==> config.mk <==
export PLATFORM = sky130hd
export DESIGN_NAME = pixel_stream_receiver
export DESIGN_NICKNAME = d
export VERILOG_FILES = /design/src/rtl/pixel_stream_pkg.sv /design/src/rtl/pixel_stream_receiver_skid.sv /design/src/rtl/pixel_stream_receiver.sv
export SDC_FILE = /design/constraint.sdc
export NUM_CORES = 1
export LEC_CHECK = 0
export CAP_MARGIN = 10
export CORE_ASPECT_RATIO = 1.1
export CORE_UTILIZATION = 40
export CTS_CLUSTER_SIZE = 24
export DETAILED_ROUTE_END_ITERATION = 8
export DONT_BUFFER_PORTS = 1
export PLACE_DENSITY = 0.57
export SLEW_MARGIN = 20
export SYNTH_ARGS = -nofsm -noshare
export SYNTH_HDL_FRONTEND = slang
export SYNTH_HIERARCHICAL = 1
export SYNTH_SLANG_ARGS = --single-unit
==> constraint.sdc <==
create_clock -name clk -period 4.4 [get_ports clk]
set_clock_uncertainty 0.1 [all_clocks]
set_input_delay 0.88 -clock clk [delete_from_list [all_inputs] [get_ports clk]]
set_output_delay 0.88 -clock clk [all_outputs]
set_load 0.01 [all_outputs]
==> src/rtl/pixel_stream_pkg.sv <==
// rtl/pixel_stream_pkg.sv - shared types and constants for the pixel stream receiver
package pixel_stream_pkg;

    localparam int DEF_DATA_WIDTH = 10;
    localparam int DEF_RGB_SIZE   = 24;

    // Bit positions inside err_o
    localparam int ERR_EARLY_SOF  = 2;
    localparam int ERR_BAD_LAST_X = 1;
    localparam int ERR_BAD_LAST_Y = 0;

    typedef enum logic {
        WAIT_SOF = 1'b0,
        IN_FRAME = 1'b1
    } rx_state_t;

    typedef struct packed {
        logic [DEF_DATA_WIDTH-1:0] x;
        logic [DEF_DATA_WIDTH-1:0] y;
        logic [DEF_RGB_SIZE-1:0]   colour;
    } pixel_beat_t;

endpackage

==> src/rtl/pixel_stream_receiver_skid.sv <==
// rtl/pixel_stream_receiver_skid.sv - 2-entry valid/ready register pair (pixel_skid_buffer)
// Ports:
//   clk, reset_n               clock, synchronous active-low reset
//   s_tvalid/s_tdata/s_tready  write side; s_tready is registered (1 iff < 2 entries held)
//   m_tvalid/m_tdata/m_tready  read side; m_tdata is the oldest entry, stable until popped
module pixel_skid_buffer
    import pixel_stream_pkg::*;
#(
    parameter type beat_t = pixel_beat_t
) (
    input  logic  clk,
    input  logic  reset_n,
    input  logic  s_tvalid,
    input  beat_t s_tdata,
    output logic  s_tready,
    output logic  m_tvalid,
    input  logic  m_tready,
    output beat_t m_tdata
);

    logic [1:0] count;
    logic [1:0] count_next;
    beat_t      slot0;
    beat_t      slot1;
    logic       push;
    logic       pop;

    assign push     = s_tvalid && s_tready;
    assign pop      = m_tvalid && m_tready;
    assign m_tvalid = (count != 2'd0);
    assign m_tdata  = slot0;

    always_comb begin
        count_next = count + {1'b0, push} - {1'b0, pop};
    end

    // slot0 is always the head; a pop shifts slot1 forward so ordering is kept.
    always_ff @(posedge clk) begin
        if (!reset_n) begin
            count    <= 2'd0;
            s_tready <= 1'b0;
            slot0    <= '0;
            slot1    <= '0;
        end else begin
            count    <= count_next;
            s_tready <= (count_next != 2'd2);
            if (push && !pop) begin
                if (count == 2'd0) slot0 <= s_tdata;
                else               slot1 <= s_tdata;
            end else if (!push && pop) begin
                slot0 <= slot1;
            end else if (push && pop) begin
                if (count == 2'd1) begin
                    slot0 <= s_tdata;
                end else begin
                    slot0 <= slot1;
                    slot1 <= s_tdata;
                end
            end
        end
    end

endmodule

==> src/rtl/pixel_stream_receiver.sv <==
// rtl/pixel_stream_receiver.sv - pixel stream sink: coordinate rebuild, framing check, skid output
// Ports:
//   clk, reset_n                                   clock, synchronous active-low reset
//   colour_i, first_i, last_x_i, last_y_i          incoming beat and framing flags
//   valid_i / ready_o                              upstream handshake
//   pix_x_o, pix_y_o, colour_o                     outgoing pixel
//   pix_valid_o / pix_ready_i                      downstream handshake
//   frame_done_o                                   1-cycle pulse per completed frame
//   err_o, err_clr_i                               sticky {early_sof, bad_last_x, bad_last_y}
//   drop_count_o                                   saturating count of beats dropped hunting SOF
module pixel_stream_receiver
    import pixel_stream_pkg::*;
#(
    parameter int DATA_WIDTH    = DEF_DATA_WIDTH,
    parameter int RGB_SIZE      = DEF_RGB_SIZE,
    parameter int SCREEN_WIDTH  = 640,
    parameter int SCREEN_HEIGHT = 480
) (
    input  logic                  clk,
    input  logic                  reset_n,
    input  logic [RGB_SIZE-1:0]   colour_i,
    input  logic                  first_i,
    input  logic                  last_x_i,
    input  logic                  last_y_i,
    input  logic                  valid_i,
    output logic                  ready_o,
    output logic [DATA_WIDTH-1:0] pix_x_o,
    output logic [DATA_WIDTH-1:0] pix_y_o,
    output logic [RGB_SIZE-1:0]   colour_o,
    output logic                  pix_valid_o,
    input  logic                  pix_ready_i,
    output logic                  frame_done_o,
    output logic [2:0]            err_o,
    input  logic                  err_clr_i,
    output logic [15:0]           drop_count_o
);

    localparam logic [DATA_WIDTH-1:0] X_LAST = DATA_WIDTH'(SCREEN_WIDTH - 1);
    localparam logic [DATA_WIDTH-1:0] Y_LAST = DATA_WIDTH'(SCREEN_HEIGHT - 1);

    typedef struct packed {
        logic [DATA_WIDTH-1:0] x;
        logic [DATA_WIDTH-1:0] y;
        logic [RGB_SIZE-1:0]   colour;
    } beat_t;

    rx_state_t             state, state_n;
    logic [DATA_WIDTH-1:0] ex, ey, ex_n, ey_n;
    logic [DATA_WIDTH-1:0] cx, cy;
    logic                  line_end, last_row, bad_x, bad_y;
    logic                  accept, push, drop_inc, done_n;
    logic [2:0]            err_set;
    beat_t                 push_beat;
    beat_t                 out_beat;

    assign accept = valid_i && ready_o;

    always_comb begin
        state_n   = state;
        ex_n      = ex;
        ey_n      = ey;
        push      = 1'b0;
        drop_inc  = 1'b0;
        done_n    = 1'b0;
        err_set   = 3'b000;
        // A start-of-frame beat is always position (0,0), whatever was expected.
        cx        = first_i ? '0 : ex;
        cy        = first_i ? '0 : ey;
        line_end  = (cx == X_LAST);
        last_row  = (cy == Y_LAST);
        bad_x     = (last_x_i != line_end);
        bad_y     = (last_y_i != last_row);
        push_beat = '{x: cx, y: cy, colour: colour_i};

        if (accept) begin
            if (state == WAIT_SOF && !first_i) begin
                drop_inc = 1'b1;
            end else if (state == IN_FRAME && !first_i && (bad_x || bad_y)) begin
                err_set[ERR_BAD_LAST_X] = bad_x;
                err_set[ERR_BAD_LAST_Y] = bad_y;
                state_n                 = WAIT_SOF;
            end else begin
                if (state == IN_FRAME && first_i) err_set[ERR_EARLY_SOF] = 1'b1;
                push = 1'b1;
                if (line_end && last_row) begin
                    done_n  = 1'b1;
                    state_n = WAIT_SOF;
                    ex_n    = '0;
                    ey_n    = '0;
                end else if (line_end) begin
                    state_n = IN_FRAME;
                    ex_n    = '0;
                    ey_n    = cy + DATA_WIDTH'(1);
                end else begin
                    state_n = IN_FRAME;
                    ex_n    = cx + DATA_WIDTH'(1);
                    ey_n    = cy;
                end
            end
        end
    end

    always_ff @(posedge clk) begin
        if (!reset_n) begin
            state        <= WAIT_SOF;
            ex           <= '0;
            ey           <= '0;
            frame_done_o <= 1'b0;
            err_o        <= 3'b000;
            drop_count_o <= 16'h0000;
        end else begin
            state        <= state_n;
            ex           <= ex_n;
            ey           <= ey_n;
            frame_done_o <= done_n;
            // A new error in the clearing cycle survives the clear.
            err_o        <= (err_clr_i ? 3'b000 : err_o) | err_set;
            if (drop_inc && drop_count_o != 16'hFFFF) drop_count_o <= drop_count_o + 16'd1;
        end
    end

    pixel_skid_buffer #(
        .beat_t (beat_t)
    ) u_skid (
        .clk      (clk),
        .reset_n  (reset_n),
        .s_tvalid (push),
        .s_tdata  (push_beat),
        .s_tready (ready_o),
        .m_tvalid (pix_valid_o),
        .m_tready (pix_ready_i),
        .m_tdata  (out_beat)
    );

    assign pix_x_o  = out_beat.x;
    assign pix_y_o  = out_beat.y;
    assign colour_o = out_beat.colour;

endmodule
== Yosys cells after proc, flatten, opt, wreduce, memory -nomap -nowiden ==
Index checks and enable logic that the tools add are counted.
Cells by class
  $add $sub $neg: 5
  $mul: 0
  div/mod/pow operators: 0
  magnitude comparators: 0
  equal/unequal tests: 11
  shifts and indexed selects: 0
  multiplexer cells: 30
  bitwise logic cells: 6
  reduce and logical (&&, ||, !) cells: 25
Operators by type and width (count)
  2-to-1 mux 44 bit: 10
  2-to-1 mux 10 bit: 6
  adder 10 x 1 -> 10 bit (second input constant): 2
  adder 16 x 1 -> 16 bit (second input constant): 1
  inequality test 16 bit (second input constant): 1
  logical AND 1 bit: 12
  == test 10 bit (second input constant): 1
  == test 10 x 9 -> 1 bit (second input constant): 1
  2-to-1 mux 1 bit: 10
  2-to-1 mux 3 bit: 3
  inequality test 2 bit (second input constant): 3
  NOT 1 bit: 5
  inequality test 2 x 1 -> 1 bit (second input constant): 2
  AND reduction 2 bit: 2
  AND reduction 4 bit: 1
  nonzero test 2 bit: 2
  OR reduction 4 bit: 1
  zero test 1 bit: 3
  OR 3 bit: 1
  AND reduction 3 bit: 1
  nonzero test 3 bit: 1
  adder 2 x 1 -> 2 bit: 1
  == test 2 x 1 -> 1 bit (second input constant): 1
  zero test 2 bit: 1
  4 further kinds: 5
Storage, ports and cells
  register bits after elaboration: 132
  latch bits: 0
  memory bits (writable): 0
  bits in read-only memories: 0
  input bits: 32
  output and inout bits: 66
  word-level logic and storage cells: 91
  memories kept: 0

== Logic depth before layout (Yosys ltp) ==
  depth in word-level cells: 13
  mapped depth: 16
  mapped depth without buffers: 12

== Cells and area by module ==
Netlist, hierarchy kept.
Modules (own cells, without submodules)
  pixel_skid_buffer: instances 1, cells each 466, area each 3772.4 µm², seq. area each 1821.7 µm²
  pixel_stream_receiver: instances 1, cells each 287, area each 2403.6 µm², seq. area each 820.8 µm²

== Least setup slack after synthesis ==
OpenSTA, ideal clock, no wires.
  kind: input to register
  from: input first_i
  to: register u_skid.slot0, in the netlist u_skid/m_tdata[0]
  setup time: 0.074 ns
  arrival time: 3.873 ns
  required time: 4.226 ns
  setup slack: 0.353 ns
  stages on the path: 16
  buffers on the path: 4
  path through: clkbuf_1 -> buf_1 -> clkbuf_1 -> nor2b_1 -> ha_1 -> nand4b_1 -> or4_4 -> o211a_4 -> nor2_8 -> inv_2 -> nand2_2 -> inv_1 -> nand2_1 -> clkbuf_1 -> nand3_1 -> a31oi_1
On the way
  cells in the longest elaborated chain, start to end: 13
  elaborated cells on any way between the ends: 24
  those cells by class: eq/ne: 5; mux: 7; reduce/logical: 12
Ends and longest elaborated chain
  from (decl): line pixel_stream_receiver.sv:22  | input logic first_i,
  2-to-1 mux 10 bit *: line pixel_stream_receiver.sv:67  | cx = first_i ? '0 : ex;
  named net cx[1]: line pixel_stream_receiver.sv:49  | logic [DATA_WIDTH-1:0] cx, cy;
  == test 10 bit *: line pixel_stream_receiver.sv:69  | line_end = (cx == X_LAST);
  inequality test 1 bit *: line pixel_stream_receiver.sv:71  | bad_x = (last_x_i != line_end);
  logical OR 1 bit *: line pixel_stream_receiver.sv:78  | end else if (state == IN_FRAME && !first_i && (bad_x || bad_y)) begin
  logical AND 1 bit *: line pixel_stream_receiver.sv:78
  2-to-1 mux 1 bit *: line pixel_stream_receiver.sv:78
  2-to-1 mux 1 bit *: line pixel_stream_receiver.sv:76  | if (state == WAIT_SOF && !first_i) begin
  2-to-1 mux 1 bit *: line pixel_stream_receiver.sv:75  | if (accept) begin
  named net push: line pixel_stream_receiver.sv:51  | logic accept, push, drop_inc, done_n;
  logical AND 1 bit *: line pixel_stream_receiver_skid.sv:28  | assign push = s_tvalid && s_tready;
  zero test 1 bit: line pixel_stream_receiver_skid.sv:50  | end else if (!push && pop) begin
  logical AND 1 bit: line pixel_stream_receiver_skid.sv:50
  nonzero test 3 bit (no line) or 2-to-1 mux 44 bit (tied branches)
  AND reduction 2 bit (no line) or 2-to-1 mux 44 bit (tied branches)
  to (signal assigned): line pixel_stream_receiver_skid.sv:48  | if (count == 2'd0) slot0 <= s_tdata;
  to (signal assigned): line pixel_stream_receiver_skid.sv:51  | slot0 <= slot1;
  to (signal assigned): line pixel_stream_receiver_skid.sv:54  | slot0 <= s_tdata;
  to (decl): line pixel_stream_receiver_skid.sv:23  | beat_t slot0;
The timed path passes the listed nets; every way through them passes the cells marked *.
A chain may end at the register's enable or synchronous reset.

== Worst setup path after layout ==
  from: input first_i
  to: register u_skid.slot0, in the netlist u_skid/m_tdata[38]
On the way
  cells in the longest elaborated chain, start to end: 13
  elaborated cells on any way between the ends: 27
  those cells by class: eq/ne: 5; mux: 10; reduce/logical: 12
Ends and longest elaborated chain (line)
  2-to-1 mux 10 bit, on equally long branches: pixel_stream_receiver.sv:67, pixel_stream_receiver.sv:68
  == test 10 bit or == test 10 x 9 -> 1 bit (tied branches): pixel_stream_receiver.sv:69, pixel_stream_receiver.sv:70
  inequality test 1 bit, on equally long branches: pixel_stream_receiver.sv:71, pixel_stream_receiver.sv:72
  logical OR 1 bit: pixel_stream_receiver.sv:78
  logical AND 1 bit: pixel_stream_receiver.sv:78
  2-to-1 mux 1 bit: pixel_stream_receiver.sv:78
  2-to-1 mux 1 bit *: pixel_stream_receiver.sv:76
  2-to-1 mux 1 bit *: pixel_stream_receiver.sv:75
  named net push: pixel_stream_receiver.sv:51
  logical AND 1 bit *: pixel_stream_receiver_skid.sv:28
  zero test 1 bit: pixel_stream_receiver_skid.sv:50
  logical AND 1 bit: pixel_stream_receiver_skid.sv:50
  nonzero test 3 bit (no line) or 2-to-1 mux 44 bit (tied branches)
  AND reduction 2 bit (no line) or 2-to-1 mux 44 bit (tied branches)
The timed path passes the listed nets; every way through them passes the cells marked *. The select of a mux whose other input is x is not followed.

==> summary.txt <==
Run status
  • Status: completed

Route
  • Vias per cell: 5.851
  • DR WL/cell: 16.87 um
  • DR vias: 5,494
  • Starting DRT DRC Count: ~330
  • Routed Antenna Nets: 0
  • Routed WL: 15,850 um
  • Pre-antenna DRT Iters: 7
  • DR DRC count: 0

Final layout
  • Commonest non-fill, non-tap cells in the layout: dfxtp_1, nand2_1, o21ai_0
  • Share of layout cells above drive strength 1: around 8.9%
  • Final nets: 766
  • Most common cell after layout, fill and taps aside: dfxtp_1
  • Filler Cell Count: 1,510
  • Area Overhead vs Synth: 11.85%
  • Diode count: 0

Logic synthesis
  • Post-synth top flop: dfxtp_1
  • Ys async rst share: 0%
  • Sequential cell area fraction in the yosys report: 42.79%
  • Synthesized cell area: 6176 sq um
  • Distinct cell type count after synthesis: 67
  • Synthesized flop and latch total: 132
  • Synth Instances: 753
  • EDFF count, synth: 0
  • Yosys warnings: 6
  • Synthesized Nets: 789
  • Avg Synthesized Cell Area: 8.202 sq um

Global routing
  • Gr usage total: 20.37%
  • Vias in the first global route: 5,236
  • First-pass GRT wire length: around 26,000 um
  • Initial antenna violation count: 0
  • Largest net degree at the start of global routing: 104
  • Global route total overflow: 0

Setup path
  • Critical Path Fanout Max: 44
  • Worst EP required: 4.64 ns
  • CP Launch Type: input pin
  • Critical-path top delay cell: nor4_2
  • Crit path from: first_i
  • Setup crit end: u_skid/m_tdata[38]
  • Crit path DAT: 3.80 ns
  • Critical-path cell list: nor2b_1 > ha_1 > nand3_1 > nor4_2 > o211a_4 > nor2_8 > inv_2 > nand2_2 > a21oi_2 > buf_4 > o21ai_0 > a31oi_1
  • Worst setup path class: input pin to flip-flop
  • CP Capture Type: flip-flop
  • R2r startpoint: ey[0]
  • R2r endpoint: u_skid/m_tdata[38]
  • Worst path max stage delay: ~0.5 ns
  • Reg2Reg Depth: 12
  • Reg2reg setup slack: approximately 0.92 ns

Clock network
  • H-tree depth: 4
  • Clk root buf: clkbuf_16
  • Total CTS buffers: 17
  • Worst-path clk slew: ~0.06 ns
  • CTS resizes: 0
  • Clock sinks: 132
  • TritonCTS clock tree: done
  • Clk buf depth: 2
  • Post-CTS Hold Fix Bufs: 0
  • Worst-Skew Late Latency: 0.41 ns
  • Post-CTS Setup Repair Bufs: 0

STA
  • Final Max Slew Viols: 0
  • Worst-margin pin slew: 0.9131 ns
  • Setup_tns: 0 ns
  • Final Hold Viols: 0
  • Hold_ws: around 0.36 ns
  • Minimum clock period: 3.566 ns
  • Period utilization: between 80% and 90%
  • Slew margin rel.: between 30% and 40%
  • RSZ-0062 raised after global routing: false
  • Final setup fails: 0
  • Max frequency: 280.5 MHz

Power
  • NetSw: 0.5931 mW
  • Total design power: between 2 and 3 mW
  • LEAKAGE: 2.176 nW
  • PwrDens: between 400 and 500 nW/um^2
  • Reg power frac: between 40% and 50%
  • Logic pwr share: 3.6%
  • Power Internal: between 2 and 2.5 mW
  • Sw Ratio: between 20% and 30%
  • Worst VDD drop: 234.2 uV
  • Clock network fraction of total power: 51.3%

Die
  • Die Area: 15,940 sq um
  • Core area: 15,050 sq um
  • Die X: 120.5 um
  • Starting Density: 41.02%
  • Die Y: roughly 130 um
  • Placement row count: 47
  • # IOs: 98

Place
  • HPWL Detailed: 10,410 um
  • GPL Wtd Cong: around 0.84
  • Buffers on Ports: 0

Hold path
  • Hold Path Stages: 2
  • Worst hold path type: flip-flop to flip-flop

Run
  • Max Cap Viol: 0
==> power groups by stage <==
stage / clock (mW) / sequential [mW] / combinational [mW]
6_report: 1.42 / 1.25 / 0.0999
5_1_grt: 1.52 / 1.26 / 0.111
4_1_cts: 1.46 / 1.26 / 0.100
3_5_place_dp: 0 / 1.28 / 0.0995
3_3_place_gp: 0 / 1.28 / 0.0971
2_1_floorplan: 0 / 1.27 / 0.0940
==> stage by stage <==
stage	cell area [sq um]	cells	worst slack [ns]	utilization (%)
2_1_floorplan	6176	753	0.3528	-
3_3_place_gp	6299	907	0.5158	41.84
3_5_place_dp	6299	907	0.4573	41.84
4_1_cts	6908	939	0.8727	45.89
5_1_grt	6908	939	0.6140	45.89
6_report	6908	939	0.8344	45.89
==> sequential cells by signal (all words and copies together), names as in the netlist <==
signal           cells
u_skid/m_tdata      44
u_skid/slot1        44
drop_count_o        16
ex                  10
ey                  10
err_o                3
u_skid/count         2
frame_done_o         1
state                1
u_skid/s_tready      1
==> synthesized netlist by cell type, drive strengths merged (7+ instances only) <==
master  number  area (sq um)
dfxtp      132          2643
o21ai      102         514.3
nand4        9         56.30
inv          8         30.03
nor2b       19         118.9
nand3       61         305.3
nor3        10         55.05
xnor2        7         61.31
a31oi       45         281.5
xor2        11         96.34
a211oi       7         52.55
a21oi       21         112.6
or3          7         43.79
buf         26         135.1
a21boi      46         345.3
clkbuf      32         125.1
nand2      111         419.2
nor2        22         98.85
==> area by class of cell <==
class | count | area, sq um | share of cell area, %
multi-input combinational | 554 | 3257 | 47.15
sequential | 132 | 2643 | 38.25
clock buffer | 25 | 515.5 | 7.462
tap | 196 | 245.2 | 3.550
timing repair buffer | 16 | 120.1 | 1.739
clock inverter | 7 | 93.84 | 1.358
inverter | 9 | 33.78 | 0.4890
==> metal layers <==
layer | up-vias | wire length, um | global-route usage (%)
li1 | 2689 | - | -
met1 | 2609 | 6808 | 24.35
met2 | 186 | 7673 | 33.81
met3 | 10 | 1197 | 6.488
met4 | 0 | 164 | 7.819
met5 | - | 0 | 0
==> cells by family (layout without fill, tap and decap cells) <==
group                      after synthesis  count (layout)  synth area share [%]
xor gates and xnor gates                18              18                 2.553
buffers and inverters                   67              57                 4.761
and+or+nand+nor                        276             276                 22.73
DFF                                    132             132                 42.79
AOI/OAI and AO/OA                      255             255                 26.20
muxes                                    1               1                0.1621
adders and majority gates                4               4                0.8104
==> worst min-delay path by stage <==
stage | start | endpoint | slack [ns]
3_3_place_gp | u_skid/slot1[8] | u_skid/slot1[8] | 0.34
2_1_floorplan | u_skid/slot1[10] | u_skid/slot1[10] | 0.34
3_5_place_dp | u_skid/slot1[8] | u_skid/slot1[8] | 0.35
4_1_cts | u_skid/slot1[8] | u_skid/slot1[8] | 0.36
6_report | u_skid/slot1[8] | u_skid/slot1[8] | 0.36
5_1_grt | u_skid/slot1[7] | u_skid/slot1[7] | 0.38
==> critical path, delay by kind of cell <==
kind | cells | cell delay [ns]
buffers and inverters | 2 | 0.48
adders and majority gates | 1 | 0.25
AOI/OAI and AO/OA | 4 | 0.90
and+or+nand+nor | 5 | 1.28
Note: power is estimated with default switching activity, not from simulation.
